`src/rtl/fader_pkg.sv`:
```
// Shared definitions for the PDM brightness fader: FSM state encoding
// and the power-on values of the step and rate configuration registers.
package fader_pkg;

  // IDLE holds the level and the prescaler. RAMP walks the level toward the target.
  typedef enum logic [0:0] {
    ST_IDLE = 1'b0,
    ST_RAMP = 1'b1
  } state_t;

  // Reset values of the step and rate registers.
  // A step of 1 is also the substitute for a requested step of 0.
  localparam int unsigned DEFAULT_STEP = 1;
  localparam int unsigned DEFAULT_RATE = 0;

endpackage

```
`src/rtl/pdm_fader_if.sv`:
```
// Host/PDM-facing bundle of the fader.
// The master drives the target and config strobes. The slave (the fader)
// drives the level strobe and the status flags.
interface pdm_fader_if #(
  parameter int NBITS     = 16,
  parameter int RATE_BITS = 16
);

  logic [NBITS-1:0]     target_in;
  logic                 target_write;
  logic [NBITS-1:0]     step_in;
  logic [RATE_BITS-1:0] rate_in;
  logic                 cfg_write;
  logic [NBITS-1:0]     level_out;
  logic                 level_write;
  logic                 busy;
  logic                 done;

  modport master (
    output target_in, target_write, step_in, rate_in, cfg_write,
    input  level_out, level_write, busy, done
  );

  modport slave (
    input  target_in, target_write, step_in, rate_in, cfg_write,
    output level_out, level_write, busy, done
  );

endinterface

```
`src/rtl/tick_gen.sv`:
```
// Prescaler for the fader. While enabled it counts 0..i_rate and fires
// o_tick in the cycle the count equals i_rate. i_clr forces the count to 0.
module tick_gen #(
  parameter int RATE_BITS = 16
) (
  input  logic                 clk,
  input  logic                 rst,
  input  logic                 i_clr,
  input  logic                 i_en,
  input  logic [RATE_BITS-1:0] i_rate,
  output logic                 o_tick
);

  logic [RATE_BITS-1:0] r_cnt;
  logic                 w_wrap;

  assign w_wrap = (r_cnt == i_rate);
  assign o_tick = i_en && !i_clr && w_wrap;

  // Count modulo rate+1 while enabled. Clear has priority so the first
  // period after a restart is always a full rate+1 cycles.
  always_ff @(posedge clk) begin
    if (!rst) begin
      r_cnt <= '0;
    end else if (i_clr) begin
      r_cnt <= '0;
    end else if (i_en) begin
      r_cnt <= w_wrap ? '0 : r_cnt + RATE_BITS'(1);
    end
  end

endmodule

```
`src/rtl/pdm_fader.sv`:
```
// Brightness ramp generator feeding the nixie PDM stage.
// The output level moves toward the latched target in fixed steps, one
// step per prescaler tick. Each new level comes with a one-cycle
// level_write strobe, and the final step lands exactly on the target.
module pdm_fader
  import fader_pkg::*;
#(
  parameter int NBITS     = 16,
  parameter int RATE_BITS = 16
) (
  input logic        clk,
  input logic        rst,
  pdm_fader_if.slave bus
);

  state_t               r_state;
  logic [NBITS-1:0]     r_target;
  logic [NBITS-1:0]     r_step;
  logic [RATE_BITS-1:0] r_rate;
  logic [NBITS-1:0]     r_level;
  logic                 r_level_write;
  logic                 r_busy;
  logic                 r_done;

  logic                 w_tick;
  logic [NBITS-1:0]     w_step_fix;
  logic [NBITS:0]       w_diff;
  logic [NBITS:0]       w_abs;
  logic                 w_close;
  logic [NBITS-1:0]     w_level_next;

  // The prescaler idles at zero, so entering RAMP always starts a fresh period.
  tick_gen #(
    .RATE_BITS(RATE_BITS)
  ) u_tick_gen (
    .clk   (clk),
    .rst   (rst),
    .i_clr (r_state == ST_IDLE),
    .i_en  (r_state == ST_RAMP),
    .i_rate(r_rate),
    .o_tick(w_tick)
  );

  // A requested step of zero would stall the ramp forever, so treat it as 1.
  assign w_step_fix = (bus.step_in == '0) ? NBITS'(DEFAULT_STEP) : bus.step_in;

  // Take the one-bit-wider difference as two's complement. Bit NBITS is the
  // sign, and the magnitude always fits because both operands are unsigned NBITS.
  assign w_diff  = {1'b0, r_target} - {1'b0, r_level};
  assign w_abs   = w_diff[NBITS] ? (~w_diff + 1'b1) : w_diff;
  assign w_close = (w_abs <= {1'b0, r_step});

  // This path is taken only when |diff| > step, so the add or subtract
  // cannot cross the target and cannot wrap.
  assign w_level_next = w_diff[NBITS] ? (r_level - r_step) : (r_level + r_step);

  // Main FSM. Configuration and target latching, level stepping, and
  // all registered outputs are handled here.
  always_ff @(posedge clk) begin
    if (!rst) begin
      r_state       <= ST_IDLE;
      r_target      <= '0;
      r_step        <= NBITS'(DEFAULT_STEP);
      r_rate        <= RATE_BITS'(DEFAULT_RATE);
      r_level       <= '0;
      r_level_write <= 1'b0;
      r_busy        <= 1'b0;
      r_done        <= 1'b0;
    end else begin
      r_level_write <= 1'b0;
      r_done        <= 1'b0;

      if (bus.cfg_write) begin
        r_step <= w_step_fix;
        r_rate <= bus.rate_in;
      end

      // A tick in this same cycle still reads the old r_target.
      if (bus.target_write) begin
        r_target <= bus.target_in;
      end

      case (r_state)
        ST_IDLE: begin
          if (bus.target_write) begin
            if (bus.target_in != r_level) begin
              r_state <= ST_RAMP;
              r_busy  <= 1'b1;
            end else begin
              r_done <= 1'b1;
            end
          end
        end
        ST_RAMP: begin
          if (w_tick) begin
            r_level_write <= 1'b1;
            if (w_close) begin
              r_level <= r_target;
              r_done  <= 1'b1;
              r_busy  <= 1'b0;
              r_state <= ST_IDLE;
            end else begin
              r_level <= w_level_next;
            end
          end
        end
        default: begin
          r_state <= ST_IDLE;
          r_busy  <= 1'b0;
        end
      endcase
    end
  end

  assign bus.level_out   = r_level;
  assign bus.level_write = r_level_write;
  assign bus.busy        = r_busy;
  assign bus.done        = r_done;

endmodule

```
`src/flat_wrapper.sv`:
```
// flat-port wrapper written by rule: the top's interface ports become plain ports
module pdm_fader_flat import fader_pkg::*;
#(
  parameter int NBITS     = 16,
  parameter int RATE_BITS = 16
)
  (clk, rst, bus_target_in, bus_target_write, bus_step_in, bus_rate_in, bus_cfg_write, bus_level_out, bus_level_write, bus_busy, bus_done);
  pdm_fader_if #(.NBITS(NBITS), .RATE_BITS(RATE_BITS)) bus_i ();
  input logic clk;
  input logic rst;
  input wire logic [$bits(bus_i.target_in)-1:0] bus_target_in;
  input wire logic [$bits(bus_i.target_write)-1:0] bus_target_write;
  input wire logic [$bits(bus_i.step_in)-1:0] bus_step_in;
  input wire logic [$bits(bus_i.rate_in)-1:0] bus_rate_in;
  input wire logic [$bits(bus_i.cfg_write)-1:0] bus_cfg_write;
  output wire logic [$bits(bus_i.level_out)-1:0] bus_level_out;
  output wire logic [$bits(bus_i.level_write)-1:0] bus_level_write;
  output wire logic [$bits(bus_i.busy)-1:0] bus_busy;
  output wire logic [$bits(bus_i.done)-1:0] bus_done;
  assign bus_i.target_in = bus_target_in;
  assign bus_i.target_write = bus_target_write;
  assign bus_i.step_in = bus_step_in;
  assign bus_i.rate_in = bus_rate_in;
  assign bus_i.cfg_write = bus_cfg_write;
  assign bus_level_out = bus_i.level_out;
  assign bus_level_write = bus_i.level_write;
  assign bus_busy = bus_i.busy;
  assign bus_done = bus_i.done;
  pdm_fader #(.NBITS(NBITS), .RATE_BITS(RATE_BITS)) u_core (.clk(clk), .rst(rst), .bus(bus_i));
endmodule
```
`config.mk`:
```
export PLATFORM = sky130hd
export DESIGN_NAME = pdm_fader_flat
export DESIGN_NICKNAME = d
export VERILOG_FILES = /design/src/rtl/fader_pkg.sv /design/src/rtl/pdm_fader_if.sv /design/src/rtl/tick_gen.sv /design/src/rtl/pdm_fader.sv /design/src/flat_wrapper.sv
export SDC_FILE = /design/constraint.sdc
export NUM_CORES = 1
export LEC_CHECK = 0
export ABC_AREA = 1
export CORE_UTILIZATION = 40
export CTS_CLUSTER_SIZE = 16
export DETAILED_ROUTE_END_ITERATION = 6
export GPL_TIMING_DRIVEN = 1
export PLACE_DENSITY = 0.68
export REMOVE_ABC_BUFFERS = 1
export SYNTH_ARGS = -nofsm -noshare
export SYNTH_HDL_FRONTEND = slang
export SYNTH_SLANG_ARGS = --single-unit
```
`constraint.sdc`:
```
create_clock -name clk -period 5.4 [get_ports clk]
set_clock_uncertainty 0.15 [all_clocks]
set_input_delay 0.54 -clock clk [delete_from_list [all_inputs] [get_ports clk]]
set_output_delay 0.54 -clock clk [all_outputs]
set_load 0.005 [all_outputs]
```
# == Word level (Yosys, flattened, before mapping) ==
# Index checks and enable logic that the tools add are counted.
# word_totals
reg_bits,84
word_cells,50
# op_classes
eq_ne,6
n_reduce_logical,6
bitwise,3
magnitude_cmp,1
addsub,5
muxes,20
# op_table
operator,count
two-way mux 16 bit,3
"adder 17 x 1 -> 17 bit, second input constant",1
<= comparator 17 x 16 -> 1 bit,1
two-way mux 17 bit,1
inverter 17 bit,1
subtractor 16 x 16 -> 17 bit,1
"adder 16 x 1 -> 16 bit, second input constant",1
adder 16 bit,1
equality test 16 bit,1
logical NOT 16 bit,1
!= test 16 bit,1
subtractor 16 bit,1
two-way mux 1 bit,13
"!= test 2 bit, second input constant",3
case mux 1 bit (2 select lines),3
AND reduction 2 bit,2
AND reduction 4 bit,1
OR reduction 3 bit,1
"!= test 2 x 1 -> 1 bit, second input constant",1
inverter 1 bit,2
logical AND 1 bit,1

# == Logic depth before layout (Yosys ltp) ==
# depth
depth_word,8
mapped_depth,36

# == By module ==
# A second synthesis with hierarchy kept.
# unflattened
cells_unflattened,1052
area_unflattened_um2,6867.8
# by_module_without_submodules
module,instances,cells_each,seq_area_each_um2,area_each_um2
pdm_fader,1,864,1361.3,5738.0
tick_gen,1,188,320.3,1129.8

# == Worst setup path before layout ==
# OpenSTA, ideal clock, no wires.
# synth_path
path_kind,flip-flop to flip-flop
start,register u_core.r_level[0] (netlist: u_core.bus.level_out[0])
end,register u_core.r_level[11] (netlist: u_core.bus.level_out[11])
required_time_ps,5141
stages_incl_launch_ff,26
setup_time_ps,109
arrival_ps,3818
path_buffers,2
setup_slack_ps,1323
cell_sequence,dfxtp_1 -> ha_1 -> fa_1 -> inv_1 -> nand3_1 -> nand2_1 -> nand2_1 -> nand2_1 -> nand3_1 -> nand2_1 -> buf_2 -> buf_1 -> nand2_1 -> xor2_1 -> ha_1 -> a21oi_1 -> nand2_1 -> a21boi_0 -> o21ai_0 -> a31oi_1 -> o21ai_0 -> xor2_1 -> nand2_1 -> nand3_1 -> nand2_1 -> inv_1
# synth_via
elab_chain_len,6
# synth_rtl
element,line,rtl
"start, declared",pdm_fader.sv:20,logic [NBITS-1:0] r_level;
"start signal, assigned",pdm_fader.sv:98,r_level <= r_target;
"start signal, assigned",pdm_fader.sv:103,r_level <= w_level_next;
subtractor 16 x 16 -> 17 bit,pdm_fader.sv:49,"assign w_diff = {1'b0, r_target} - {1'b0, r_level};"
inverter 17 bit,pdm_fader.sv:50,assign w_abs = w_diff[NBITS] ? (~w_diff + 1'b1) : w_diff;
adder 17 x 1 -> 17 bit,pdm_fader.sv:50,
two-way mux 17 bit,pdm_fader.sv:50,
<= comparator 17 x 16 -> 1 bit,pdm_fader.sv:51,"assign w_close = (w_abs <= {1'b0, r_step});"
two-way mux 16 bit *,pdm_fader.sv:97,if (w_close) begin
# Every way passes the cells marked *; elsewhere a longest branch is shown, timed or not.
# A chain may end at the register's enable or synchronous reset.

# == Worst setup path after layout ==
# Same ends and word-level chain as after synthesis.

==> flow_results.xml <==
<?xml version="1.0" encoding="UTF-8"?>
<metrics>
  <group name="detailed_routing">
    <metric name="routed-via-count" unit="">6202</metric>
    <metric name="drt_first_iter_violations" unit="">306</metric>
    <metric name="drc" unit="">0</metric>
    <metric name="routed_via_density" unit="">4.94</metric>
    <metric name="detailedRoute.firstPassIterationCount" unit="">7</metric>
    <metric name="routedWlPerCell" unit="microns">13.8</metric>
    <metric name="ant_nets" unit="">0</metric>
    <metric name="wl" unit="microns">17300</metric>
  </group>
  <group name="cells_and_area">
    <metric name="finish.instance_area" unit="sq um">7670</metric>
    <metric name="drive_above_1_share" unit="%">6.16</metric>
    <metric name="n_antenna_cell" unit="">0</metric>
    <metric name="layout.cells.non_filler" unit="">1255</metric>
    <metric name="most-common-layout-cells" unit="">206 x nand2_1, 130 x inv_1, 126 x nor2_1, 84 x dfxtp_1, 70 x clkdlybuf4s50_1</metric>
    <metric name="layout_commonest_cell" unit="">nand2_1</metric>
    <metric name="areaGrowthSynthToFinish" unit="%">18.1</metric>
    <metric name="num-nets-final" unit="">1138</metric>
    <metric name="layout.core_utilization" unit="%">48.3</metric>
  </group>
  <group name="synthesis">
    <metric name="number_of_different_library_cells_in_the_post_synthesis_netlist" unit="">45</metric>
    <metric name="ys_warn_count" unit="">0</metric>
    <metric name="synth-adder-area-share" unit="%">10.2</metric>
    <metric name="syn-instance-count" unit="">975</metric>
    <metric name="synth_sequential_area_ratio" unit="%">25.9</metric>
    <metric name="synth-compound-area-share" unit="%">14.2</metric>
    <metric name="async_flop_share" unit="%">0</metric>
    <metric name="share_of_cell_area_taken_by_muxes_after_synthesis" unit="%">0</metric>
    <metric name="ys_top_cells_by_area" unit="">dfxtp_1 26%, nand2_1 12%, ha_1 9.6%, inv_1 7.5%, nor2_1 7.3%</metric>
    <metric name="synthSimpleGateAreaFrac" unit="%">31.0</metric>
    <metric name="yosys_register_bits" unit="">84</metric>
    <metric name="synth_flop_cell" unit="">dfxtp_1</metric>
    <metric name="mappedNetlistArea" unit="sq um">6500</metric>
    <metric name="synth_top_area_cell" unit="">dfxtp_1</metric>
    <metric name="synth_top_family_by_area" unit="">simple AND/OR/NAND/NOR gates</metric>
    <metric name="xor_xnor_portion_of_the_synthesized_cell_area" unit="%">8.88</metric>
    <metric name="synth-edff-count" unit="">0</metric>
    <metric name="synth_top_area_share" unit="%">25.9</metric>
    <metric name="postSynthAreaPerCell" unit="sq um">6.66</metric>
  </group>
  <group name="power">
    <metric name="vdd_ir_drop_max" unit="mV">0.180</metric>
    <metric name="power.share.clock" unit="%">30.1</metric>
    <metric name="p_leak" unit="nW">3.54</metric>
    <metric name="share_seq_of_total_power" unit="%">31.1</metric>
    <metric name="combPwrFrac" unit="%">38.7</metric>
    <metric name="internal-power" unit="mW">1.31</metric>
    <metric name="design_power_total" unit="mW">2.15</metric>
    <metric name="power_switching" unit="mW">0.841</metric>
    <metric name="power_switching_share" unit="%">39.0</metric>
    <metric name="pwr_density_cell" unit="nW/um^2">281</metric>
  </group>
  <group name="placement">
    <metric name="placement.cell_area" unit="sq um">7380</metric>
    <metric name="globalplace.congestion" unit="">0.901</metric>
    <metric name="numPortBuffers" unit="">70</metric>
    <metric name="placedCellCount" unit="">1239</metric>
    <metric name="hpwlAfterDp" unit="microns">13400</metric>
  </group>
  <group name="grt">
    <metric name="gr-usage-all-layers" unit="%">22.3</metric>
    <metric name="grt_pass1_vias" unit="">5878</metric>
    <metric name="antenna_found_initial" unit="">0</metric>
    <metric name="grt-ovfl-total" unit="">0</metric>
    <metric name="grt_first_pass_wirelength" unit="microns">29000</metric>
    <metric name="grt_start_max_net_pins" unit="">41</metric>
  </group>
  <group name="hold_path">
    <metric name="worstHoldStart" unit="">u_core.u_tick_gen.r_cnt[0]</metric>
    <metric name="holdPathEnd" unit="">u_core.u_tick_gen.r_cnt[0]</metric>
    <metric name="hp-class" unit="">reg -&gt; reg</metric>
    <metric name="whs_path_depth" unit="">1</metric>
  </group>
  <group name="setup_path">
    <metric name="critPathKind" unit="">reg -&gt; reg</metric>
    <metric name="capture_point_of_the_worst_reg_to_reg_path" unit="">u_core.bus.level_out[11]</metric>
    <metric name="timing.critical_path.from" unit="">u_core.bus.level_out[0]</metric>
    <metric name="critPathMaxFanout" unit="">20</metric>
    <metric name="arrival" unit="ns">4.66</metric>
    <metric name="r2r_cells" unit="">25</metric>
    <metric name="crit_required" unit="ns">5.51</metric>
    <metric name="worst_r2r_startpoint" unit="">u_core.bus.level_out[0]</metric>
    <metric name="regToRegSetupSlack" unit="ns">0.85</metric>
    <metric name="endpoint_class_of_the_critical_path" unit="">flip-flop</metric>
    <metric name="worst_setup_path_start_kind" unit="">flip-flop</metric>
  </group>
  <group name="cts">
    <metric name="clock-sinks" unit="">84</metric>
    <metric name="cts.htree.levels" unit="">3</metric>
    <metric name="tritoncts" unit="">yes</metric>
    <metric name="cts-root-to-sink-buffers" unit="">2</metric>
    <metric name="number_of_setup_buffers_added_after_cts" unit="">0</metric>
    <metric name="cts_made_buffers" unit="">9</metric>
    <metric name="post_cts.resized_instances" unit="">0</metric>
    <metric name="worstSkewPairLatency" unit="ns">0.36</metric>
    <metric name="ctsRootBufferMaster" unit="">clkbuf_16</metric>
    <metric name="cts_hold_buf" unit="">0</metric>
    <metric name="clkSlewWorstSetupHoldPaths" unit="ns">0.07</metric>
  </group>
  <group name="floorplanning">
    <metric name="die_x" unit="microns">129</metric>
    <metric name="die_area" unit="sq um">16800</metric>
    <metric name="rows" unit="">46</metric>
    <metric name="initial_cell_density_of_the_core" unit="%">40.9</metric>
    <metric name="die_h" unit="microns">129</metric>
    <metric name="io-pin-count" unit="">71</metric>
    <metric name="core_area" unit="sq um">15900</metric>
  </group>
  <group name="timing">
    <metric name="timing.fmax" unit="MHz">220</metric>
    <metric name="timing.final.max_slew_violations" unit="">0</metric>
    <metric name="setup_violations" unit="">0</metric>
    <metric name="relSlewSlack" unit="%">45.7</metric>
    <metric name="rsz0062_at_grt" unit="">false</metric>
    <metric name="fin_tns_setup" unit="ns">0</metric>
    <metric name="post-route-min-period" unit="ns">4.55</metric>
    <metric name="timing.final.crit_share" unit="%">84.3</metric>
    <metric name="tightestPinTransition" unit="ns">0.813</metric>
    <metric name="finalHoldViolCount" unit="">0</metric>
  </group>
  <group name="outcome">
    <metric name="status" unit="">finished clean</metric>
  </group>
  <group name="run">
    <metric name="cap_violations" unit="">0</metric>
  </group>
</metrics>
layout make-up:
cell class	instances	area, sq um
clock inverter	6	70.1
timing repair buffer	75	738
inverter	134	505
fill	1664	8210
tap	216	270
multi-input combinational	730	4180
sequential	84	1680
clock buffer	10	229
critical path: stages (launching register included):
cell	delay (ns)
dfxtp_1	0.36
ha_1	0.24
fa_1	0.40
inv_1	0.09
nand3_1	0.09
nand2_1	0.11
nand2_1	0.08
nand2_1	0.09
nand3_1	0.07
nand2_1	0.07
buf_4	0.23
inv_1	0.26
o21ai_0	0.48
ha_1	0.33
nand3_1	0.08
nand2_1	0.08
a21boi_0	0.16
buf_4	0.15
o21ai_0	0.14
a31oi_1	0.25
o21ai_0	0.13
xor2_1	0.16
nand2_1	0.07
nand3_1	0.07
nand2_1	0.09
inv_1	0.03
power groups by stage:
| stage | sequential (mW) | combinational (mW) | clock, mW |
|---|---|---|---|
| floorplan | 0.677 | 0.604 | 0 |
| global placement | 0.685 | 0.824 | 0 |
| detailed placement | 0.685 | 0.830 | 0 |
| CTS | 0.671 | 0.837 | 0.658 |
| global route | 0.674 | 0.952 | 0.686 |
| finish | 0.671 | 0.835 | 0.648 |
stage by stage:
stage               worst slack, ns  hold WS, ns
detailed placement            0.886        0.321
CTS                           0.860        0.336
finish                        0.850        0.336
floorplan                      1.23        0.291
global route                  0.266        0.363
global placement              0.943        0.306
cell usage after synthesis, types with 5 or more instances:
cell type  number
xnor2_1        19
nor2_1        126
nand4_1        13
nand3_2         7
nand2_2        11
dfxtp_1        84
nor3_1         16
o21ai_0        57
nor4_1          7
clkbuf_1       18
nand2_1       206
a211oi_1       17
ha_1           50
inv_1         130
a21oi_1        55
a21oi_2         7
nand3_1        42
a31oi_1        12
xor2_1         45
nor3b_1         5
layer usage:
layer | track usage, % | up-vias | share of wire (%)
met3 | 4.87 | 25 | 4.6
met5 | 0 | - | 0
met1 | 27.3 | 2780 | 46
li1 | - | 3279 | -
met2 | 38.9 | 118 | 47
met4 | 6.91 | 0 | 2.2
cell families after synthesis:
logic type                 Yosys count
and+or+nand+nor                    452
AOI/OAI and AO/OA                  161
buffers and inverters              161
DFF                                 84
xor gates and xnor gates            65
adders and majority gates           52
worst max-delay path by stage:
stage	endpoint	slack (ns)	depth (start not counted)
2_1_floorplan	u_core.bus.level_out[11]	1.23	23
6_report	u_core.bus.level_out[11]	0.85	25
4_1_cts	u_core.bus.level_out[11]	0.86	25
5_1_grt	u_core.bus.level_out[11]	0.27	32
3_5_place_dp	u_core.bus.level_out[11]	0.89	25
3_3_place_gp	u_core.bus.level_out[15]	0.94	23
registers in the layout (all words and copies together) (netlist names):
| signal | cells |
|---|---|
| u_core.bus.level_write | 1 |
| u_core.bus.level_out | 16 |
| u_core.r_state | 1 |
| u_core.u_tick_gen.r_cnt | 16 |
| u_core.r_rate | 16 |
| u_core.r_target | 16 |
| u_core.r_step | 16 |
| u_core.bus.busy | 1 |
| u_core.bus.done | 1 |
(Power assumes the default switching activity.)
